## src/rtl/lsu_pkg_rv32i.sv

```systemverilog
// Shared encodings, widths and the access-size helper for the RV32I load/store unit.
package lsu_pkg_rv32i;

  localparam int unsigned XLEN   = 32;
  localparam int unsigned BE_W   = 4;
  localparam int unsigned OFF_W  = 2;
  localparam int unsigned SIZE_W = 3;
  localparam int unsigned LT_W   = 3;
  localparam int unsigned ST_W   = 2;

  typedef enum logic [LT_W-1:0] {
    LT_LB  = 3'b000,
    LT_LH  = 3'b001,
    LT_LW  = 3'b010,
    LT_LBU = 3'b011,
    LT_LHU = 3'b100
  } loadtype_e;

  typedef enum logic [ST_W-1:0] {
    ST_SB = 2'b00,
    ST_SH = 2'b01,
    ST_SW = 2'b10
  } storetype_e;

  typedef enum logic [1:0] {
    S_IDLE = 2'b00,
    S_ACC0 = 2'b01,
    S_ACC1 = 2'b10,
    S_DONE = 2'b11
  } state_e;

  // Access size in bytes; unused encodings fall back to a full word.
  function automatic logic [SIZE_W-1:0] access_size(
    input logic            is_store,
    input logic [LT_W-1:0] lt,
    input logic [ST_W-1:0] st
  );
    logic [SIZE_W-1:0] sz;
    sz = SIZE_W'(4);
    if (is_store) begin
      case (st)
        ST_SB:   sz = SIZE_W'(1);
        ST_SH:   sz = SIZE_W'(2);
        default: sz = SIZE_W'(4);
      endcase
    end else begin
      case (lt)
        LT_LB, LT_LBU: sz = SIZE_W'(1);
        LT_LH, LT_LHU: sz = SIZE_W'(2);
        default:       sz = SIZE_W'(4);
      endcase
    end
    return sz;
  endfunction

endpackage

```

## src/rtl/lsu_lane_rv32i.sv

```systemverilog
// Combinational lane logic: byte-enable mask, write-data shift and load extraction/extension.
module lsu_lane_rv32i
  import lsu_pkg_rv32i::*;
(
  input  logic [OFF_W-1:0]    i_off,
  input  logic [SIZE_W-1:0]   i_size,
  input  logic [LT_W-1:0]     i_loadtype,
  input  logic [XLEN-1:0]     i_rs2,
  input  logic [XLEN-1:0]     i_lo,
  input  logic [XLEN-1:0]     i_hi,
  output logic [2*BE_W-1:0]   o_mask,
  output logic [2*XLEN-1:0]   o_wdata,
  output logic [XLEN-1:0]     o_load
);

  logic [2*BE_W-1:0] w_base;
  logic [4:0]        w_sh;
  logic [XLEN-1:0]   w_raw;

  always_comb begin
    w_base = 8'h0F;
    case (i_size)
      SIZE_W'(1): w_base = 8'h01;
      SIZE_W'(2): w_base = 8'h03;
      default:    w_base = 8'h0F;
    endcase
  end

  assign w_sh    = {i_off, 3'b000};
  assign o_mask  = w_base << i_off;
  assign o_wdata = {32'h0, i_rs2} << w_sh;
  assign w_raw   = XLEN'({i_hi, i_lo} >> w_sh);

  // Bytes beyond the access size are dropped here, so disabled lanes never leak in.
  always_comb begin
    o_load = w_raw;
    case (i_loadtype)
      LT_LB:   o_load = {{24{w_raw[7]}}, w_raw[7:0]};
      LT_LH:   o_load = {{16{w_raw[15]}}, w_raw[15:0]};
      LT_LBU:  o_load = {24'h0, w_raw[7:0]};
      LT_LHU:  o_load = {16'h0, w_raw[15:0]};
      default: o_load = w_raw;
    endcase
  end

endmodule

```

## src/rtl/lsu_bus_rv32i.sv

```systemverilog
// Load/store unit: turns one core request into one or two aligned handshaked bus beats,
// stalling the core until the access completes.
module lsu_bus_rv32i
  import lsu_pkg_rv32i::*;
#(
  parameter bit SPLIT_EN = 1'b1
) (
  input  logic             clk,
  input  logic             rst,
  input  logic             cu_load,
  input  logic             cu_store,
  input  logic [LT_W-1:0]  cu_loadtype,
  input  logic [ST_W-1:0]  cu_storetype,
  input  logic [XLEN-1:0]  dmem_addr,
  input  logic [XLEN-1:0]  rs2,
  output logic [XLEN-1:0]  load_out,
  output logic             stall,
  output logic             lsu_misalign,
  output logic             bus_req,
  output logic             bus_we,
  output logic [XLEN-1:0]  bus_addr,
  output logic [BE_W-1:0]  bus_be,
  output logic [XLEN-1:0]  bus_wdata,
  input  logic             bus_ack,
  input  logic [XLEN-1:0]  bus_rdata
);

  state_e            r_state,     w_state_nxt;
  logic [OFF_W-1:0]  r_off,       w_off_nxt;
  logic [XLEN-1:0]   r_rs2,       w_rs2_nxt;
  logic [LT_W-1:0]   r_lt,        w_lt_nxt;
  logic [ST_W-1:0]   r_st,        w_st_nxt;
  logic [XLEN-1:0]   r_lo,        w_lo_nxt;
  logic [XLEN-1:0]   r_load_out,  w_load_out_nxt;
  logic              r_misalign,  w_misalign_nxt;
  logic              r_bus_req,   w_bus_req_nxt;
  logic              r_bus_we,    w_bus_we_nxt;
  logic [XLEN-1:0]   r_bus_addr,  w_bus_addr_nxt;
  logic [BE_W-1:0]   r_bus_be,    w_bus_be_nxt;
  logic [XLEN-1:0]   r_bus_wdata, w_bus_wdata_nxt;

  logic              w_idle;
  logic              w_req;
  logic              w_sel_store;
  logic [OFF_W-1:0]  w_off;
  logic [XLEN-1:0]   w_sel_data;
  logic [LT_W-1:0]   w_sel_lt;
  logic [ST_W-1:0]   w_sel_st;
  logic [SIZE_W-1:0] w_size;
  logic              w_split;
  logic              w_misal;
  logic [XLEN-1:0]   w_lo;
  logic [XLEN-1:0]   w_hi;
  logic [2*BE_W-1:0] w_mask;
  logic [2*XLEN-1:0] w_wdata64;
  logic [XLEN-1:0]   w_load;

  // In IDLE the lane logic sees the live request; afterwards it sees the captured one.
  assign w_idle      = (r_state == S_IDLE);
  assign w_req       = cu_load | cu_store;
  assign w_sel_store = w_idle ? cu_store     : r_bus_we;
  assign w_off       = w_idle ? dmem_addr[1:0] : r_off;
  assign w_sel_data  = w_idle ? rs2          : r_rs2;
  assign w_sel_lt    = w_idle ? cu_loadtype  : r_lt;
  assign w_sel_st    = w_idle ? cu_storetype : r_st;
  assign w_size      = access_size(w_sel_store, w_sel_lt, w_sel_st);
  assign w_split     = (SIZE_W'(w_off) + w_size) > SIZE_W'(4);
  assign w_misal     = (w_off & OFF_W'(w_size - SIZE_W'(1))) != '0;
  assign w_lo        = (r_state == S_ACC1) ? r_lo : bus_rdata;
  assign w_hi        = (r_state == S_ACC1) ? bus_rdata : '0;

  lsu_lane_rv32i u_lane (
    .i_off      (w_off),
    .i_size     (w_size),
    .i_loadtype (w_sel_lt),
    .i_rs2      (w_sel_data),
    .i_lo       (w_lo),
    .i_hi       (w_hi),
    .o_mask     (w_mask),
    .o_wdata    (w_wdata64),
    .o_load     (w_load)
  );

  always_comb begin
    w_state_nxt     = r_state;
    w_off_nxt       = r_off;
    w_rs2_nxt       = r_rs2;
    w_lt_nxt        = r_lt;
    w_st_nxt        = r_st;
    w_lo_nxt        = r_lo;
    w_load_out_nxt  = r_load_out;
    w_misalign_nxt  = r_misalign;
    w_bus_req_nxt   = r_bus_req;
    w_bus_we_nxt    = r_bus_we;
    w_bus_addr_nxt  = r_bus_addr;
    w_bus_be_nxt    = r_bus_be;
    w_bus_wdata_nxt = r_bus_wdata;
    unique case (r_state)
      S_IDLE: begin
        if (w_req) begin
          w_off_nxt = dmem_addr[1:0];
          w_rs2_nxt = rs2;
          w_lt_nxt  = cu_loadtype;
          w_st_nxt  = cu_storetype;
          if (!SPLIT_EN && w_misal) begin
            w_state_nxt    = S_DONE;
            w_misalign_nxt = 1'b1;
            w_load_out_nxt = '0;
          end else begin
            w_state_nxt     = S_ACC0;
            w_bus_req_nxt   = 1'b1;
            w_bus_we_nxt    = cu_store;
            w_bus_addr_nxt  = {dmem_addr[XLEN-1:2], 2'b00};
            w_bus_be_nxt    = w_mask[BE_W-1:0];
            w_bus_wdata_nxt = w_wdata64[XLEN-1:0];
          end
        end
      end
      S_ACC0: begin
        if (bus_ack) begin
          w_lo_nxt = bus_rdata;
          if (w_split) begin
            w_state_nxt     = S_ACC1;
            w_bus_addr_nxt  = r_bus_addr + XLEN'(4);
            w_bus_be_nxt    = w_mask[2*BE_W-1:BE_W];
            w_bus_wdata_nxt = w_wdata64[2*XLEN-1:XLEN];
          end else begin
            w_state_nxt    = S_DONE;
            w_bus_req_nxt  = 1'b0;
            w_load_out_nxt = r_bus_we ? '0 : w_load;
          end
        end
      end
      S_ACC1: begin
        if (bus_ack) begin
          w_state_nxt    = S_DONE;
          w_bus_req_nxt  = 1'b0;
          w_load_out_nxt = r_bus_we ? '0 : w_load;
        end
      end
      S_DONE: begin
        w_state_nxt    = S_IDLE;
        w_misalign_nxt = 1'b0;
      end
      default: w_state_nxt = S_IDLE;
    endcase
  end

  always_ff @(posedge clk) begin
    if (rst) begin
      r_state     <= S_IDLE;
      r_off       <= '0;
      r_rs2       <= '0;
      r_lt        <= '0;
      r_st        <= '0;
      r_lo        <= '0;
      r_load_out  <= '0;
      r_misalign  <= 1'b0;
      r_bus_req   <= 1'b0;
      r_bus_we    <= 1'b0;
      r_bus_addr  <= '0;
      r_bus_be    <= '0;
      r_bus_wdata <= '0;
    end else begin
      r_state     <= w_state_nxt;
      r_off       <= w_off_nxt;
      r_rs2       <= w_rs2_nxt;
      r_lt        <= w_lt_nxt;
      r_st        <= w_st_nxt;
      r_lo        <= w_lo_nxt;
      r_load_out  <= w_load_out_nxt;
      r_misalign  <= w_misalign_nxt;
      r_bus_req   <= w_bus_req_nxt;
      r_bus_we    <= w_bus_we_nxt;
      r_bus_addr  <= w_bus_addr_nxt;
      r_bus_be    <= w_bus_be_nxt;
      r_bus_wdata <= w_bus_wdata_nxt;
    end
  end

  // Stall is the only combinational output: the core must freeze in the request cycle itself.
  assign stall = !rst && ((w_idle && w_req) || (r_state == S_ACC0) || (r_state == S_ACC1));

  assign load_out     = r_load_out;
  assign lsu_misalign = r_misalign;
  assign bus_req      = r_bus_req;
  assign bus_we       = r_bus_we;
  assign bus_addr     = r_bus_addr;
  assign bus_be       = r_bus_be;
  assign bus_wdata    = r_bus_wdata;

endmodule

```

## config.mk

```make
export PLATFORM = sky130hd
export DESIGN_NAME = lsu_bus_rv32i
export DESIGN_NICKNAME = d
export VERILOG_FILES = /design/src/rtl/lsu_pkg_rv32i.sv /design/src/rtl/lsu_lane_rv32i.sv /design/src/rtl/lsu_bus_rv32i.sv
export SDC_FILE = /design/constraint.sdc
export NUM_CORES = 1
export LEC_CHECK = 0
export BUFFER_PORTS_ARGS = -buffer_cell sky130_fd_sc_hd__buf_2
export CAP_MARGIN = 10
export CORE_UTILIZATION = 35
export DETAILED_ROUTE_END_ITERATION = 16
export PLACE_DENSITY = 0.52
export SLEW_MARGIN = 30
export SYNTH_ARGS = -nofsm -noshare
export SYNTH_HDL_FRONTEND = slang
export SYNTH_SLANG_ARGS = --single-unit
```

## constraint.sdc

```tcl
create_clock -name clk -period 5.3 [get_ports clk]
set_input_delay 0.53 -clock clk [delete_from_list [all_inputs] [get_ports clk]]
set_output_delay 0.53 -clock clk [all_outputs]
set_load 0.01 [all_outputs]
```

==> flow_metrics.tcl <==
set metrics [dict create \
    antenna_found_initial 2 \
    ir_drop_worst_case_vdd_uv 335 \
    worstSetupStartpointType "flop" \
    postPlaceCellArea_um2 11400 \
    timing.setup.critical_path_class "reg2reg" \
    stdcell_area_um2 12000 \
    setup_violations 0 \
    combinationalPowerShare 0.576 \
    capturing_point_of_the_worst_reg2reg_path "bus_addr[22]" \
    slew-limit-headroom 0.434 \
    place_hpwl_mm 25.5 \
    final_ant_viol_nets 0 \
    chipHeight_um 172 \
    fin_hold_ws_ns 0.337 \
    clockPowerShare 0.166 \
    cts.sink_count 173 \
    p_seq_frac 0.258 \
    tritoncts_clock_tree "yes" \
    synth_cell_type_count 85 \
    overall_fraction_of_global_route_tracks_in_use 0.242 \
    routed_via_density 5.77 \
    final_hold_viol_count 0 \
    hold_start "rs2[27]" \
    number_of_antenna_diodes 0 \
    cellInternalPower_mw 4.06 \
    asyncSetResetFlopFracSynth 0 \
    netlist_area_um2 10100 \
    cts_repair_resize_count 0 \
    worst-path-max-fanout 31 \
    clock_tree.root_cell "clkbuf_16" \
    worst_setup_slack_for_register_to_register_paths_ns 0.93 \
    max_cap_violations 0 \
    htree_levels 4 \
    static_leakage_nw 4.72 \
    ctsHoldBuffers 0 \
    synth_most_common_cell "nand2_1" \
    final.setup_skew_ns 0.0173 \
    placement.io_buffers 206 \
    die-area_um2 29600 \
    worstPathRequired_ns 5.57 \
    worst_hold_path.num_cells 3 \
    route.detailed.wl_per_inst_um 20.5 \
    num_vias 10300 \
    avgSynthCellArea_um2 8.12 \
    area_growth_syn_to_layout_pct 18.4 \
    drt_wl_total_mm 36.4 \
    global_route.overflow_total 0 \
    holdPathEnd "r_rs2[27]" \
    crit_path_end_kind "flop" \
    yosys-top-cells-area "dfxtp_1 (34%), nand2_1 (7.2%), a21oi_1 (6.9%)" \
    min_period_over_period 0.824 \
    cts_inserted_buffers 17 \
    grt_pass1_wl_mm 55.1 \
    detail_route.drc_violations 0 \
    clkLatencyLatePin_ns 0.44 \
    worstPathArrival_ns 4.64 \
    number_of_setup_buffers_added_after_cts 0 \
    layout_cell_share_with_drive_strength_beyond_1 0.238 \
    final_net_count 1500 \
    clock_tree.buffer_depth 2 \
    grt_pass1_vias 9190 \
    synth_cells 1246 \
    grt_setup_unrepaired "false" \
    postSynth.topFlopCell "dfxtp_1" \
    number_of_flops_mapped_to_enable_cells_by_yosys 0 \
    finalWorstPathRequiredPeriod_ns 4.37 \
    p_sw_frac 0.490 \
    psw_mw 3.90 \
    drt_pass1_iterations 5 \
    hold_path_class "in2reg" \
    grt_max_degree 56 \
    worst-r2r-cell-count 13 \
    yosysSeqAreaShare 0.342 \
    synth.ff_latch_count 173 \
    die_w_um 172 \
    power.density_nw_per_um2 665 \
    max_slew.worst_pin.slew_ns 0.849 \
    maxSlewViolCount 0 \
    core_um2 28100 \
    initial_utilization 0.360 \
    commonest_cells_in_the_netlist "nand2_1 (195), dfxtp_1 (173), a21oi_1 (139)" \
    synth_top_area_cell "dfxtp_1" \
    yosys_warnings 0 \
    clk_pin_slew_ns 0.07 \
    status "finished, final reports clean" \
    io_pins 210 \
    detailedRoute.firstIterationViolations 1007 \
    r2r-start "r_state[0]" \
    row_cnt 61 \
    finalNonFillerCells 1779 \
    dpl.cell_count 1747 \
    yosysTopAreaCellShare 0.342 \
    finalWeightedCongestion 0.832 \
    totalNegativeSetupSlack_ns 0 \
    maxClockFrequency_mhz 229 \
]
worst max-delay path by stage:
stage,to,depth (start not counted),slack [ns],start
after floorplan,load_out[10],19,1.20,r_state[0]
after global placement,load_out[31],15,0.91,r_state[0]
after detailed placement,bus_addr[22],13,0.96,r_state[0]
after CTS,bus_addr[22],13,0.95,r_state[0]
after global routing,load_out[15],11,0.64,r_state[0]
final,bus_addr[22],13,0.93,r_state[0]
through the flow:
step	total power, mW	util	setup slack (ns)
5_1_grt	8.50	0.427	0.638
2_1_floorplan	5.20	-	1.20
6_report	7.97	0.427	0.932
4_1_cts	7.94	0.427	0.953
3_5_place_dp	6.61	0.405	0.962
3_3_place_gp	6.54	0.404	0.908
routing by layer:
layer	wire length [um]	vias to the layer above	track usage	share of wire
met5	8	-	0	0.00022
met4	327	2	0.0473	0.0090
met3	2620	23	0.0458	0.072
met2	14800	409	0.335	0.41
met1	18600	4942	0.380	0.51
li1	-	4896	-	-
sequential cells by signal (all words and copies together), names as in the netlist:
signal     flops
r_rs2         32
bus_we         1
r_off          2
bus_wdata     32
r_lt           3
bus_addr      30
bus_req        1
load_out      32
r_lo          32
r_state        2
r_st           2
bus_be         4
cell type report:
cell class / count / area, um2
clock buffers: 18 / 429
inverters: 15 / 56.3
fillers: 2968 / 16100
clock inverters: 14 / 171
well taps: 378 / 473
multi-input cells: 954 / 6180
flip-flops and latches: 173 / 3460
repair buffers: 227 / 1210
power by group through the flow:
stage                     clock network, mW  registers (mW)  logic (mW)
after global placement                    0            2.08        4.46
final                                  1.32            2.06        4.59
after floorplan                           0            2.09        3.11
after detailed placement                  0            2.07        4.54
after global routing                   1.39            2.11        5.00
after CTS                              1.34            2.05        4.55
critical path, stage by stage (launching register included):
cell,delay (ns)
dfxtp_1,0.32
inv_1,0.16
ha_4,0.36
buf_4,0.42
mux2i_4,0.31
inv_2,0.05
ha_1,0.19
inv_1,0.06
fa_1,0.41
nand2b_1,0.28
nand2_1,0.19
or3_4,0.61
nand2_1,0.60
a2111oi_0,0.22
cell usage in the layout (no fill, tap or decap), drive strengths merged, types with 9 or more instances in the layout:
master / instances
inv: 23
nor3b: 9
mux2i: 70
a21oi: 142
nand2: 195
nand2b: 12
a22oi: 20
nor2: 91
mux2: 36
o21ai: 26
dfxtp: 173
a221oi: 11
o22ai: 15
buf: 227
nor4: 11
o2bb2ai: 41
nand3: 38
a211oi: 31
nor3: 47
a311oi: 9
clkbuf: 18
cell families (layout without fill, tap and decap cells):
logic type	after synthesis	after routing	synth area share
buf+inv	121	274	0.0529
other cells	1	3	0.000371
simple gates	455	455	0.210
xor+xnor	5	5	0.00433
flops	173	173	0.342
mux	113	113	0.126
compound gates	372	372	0.256
fa+ha+maj	6	6	0.00816
Note: power is estimated with default switching activity, not from simulation.
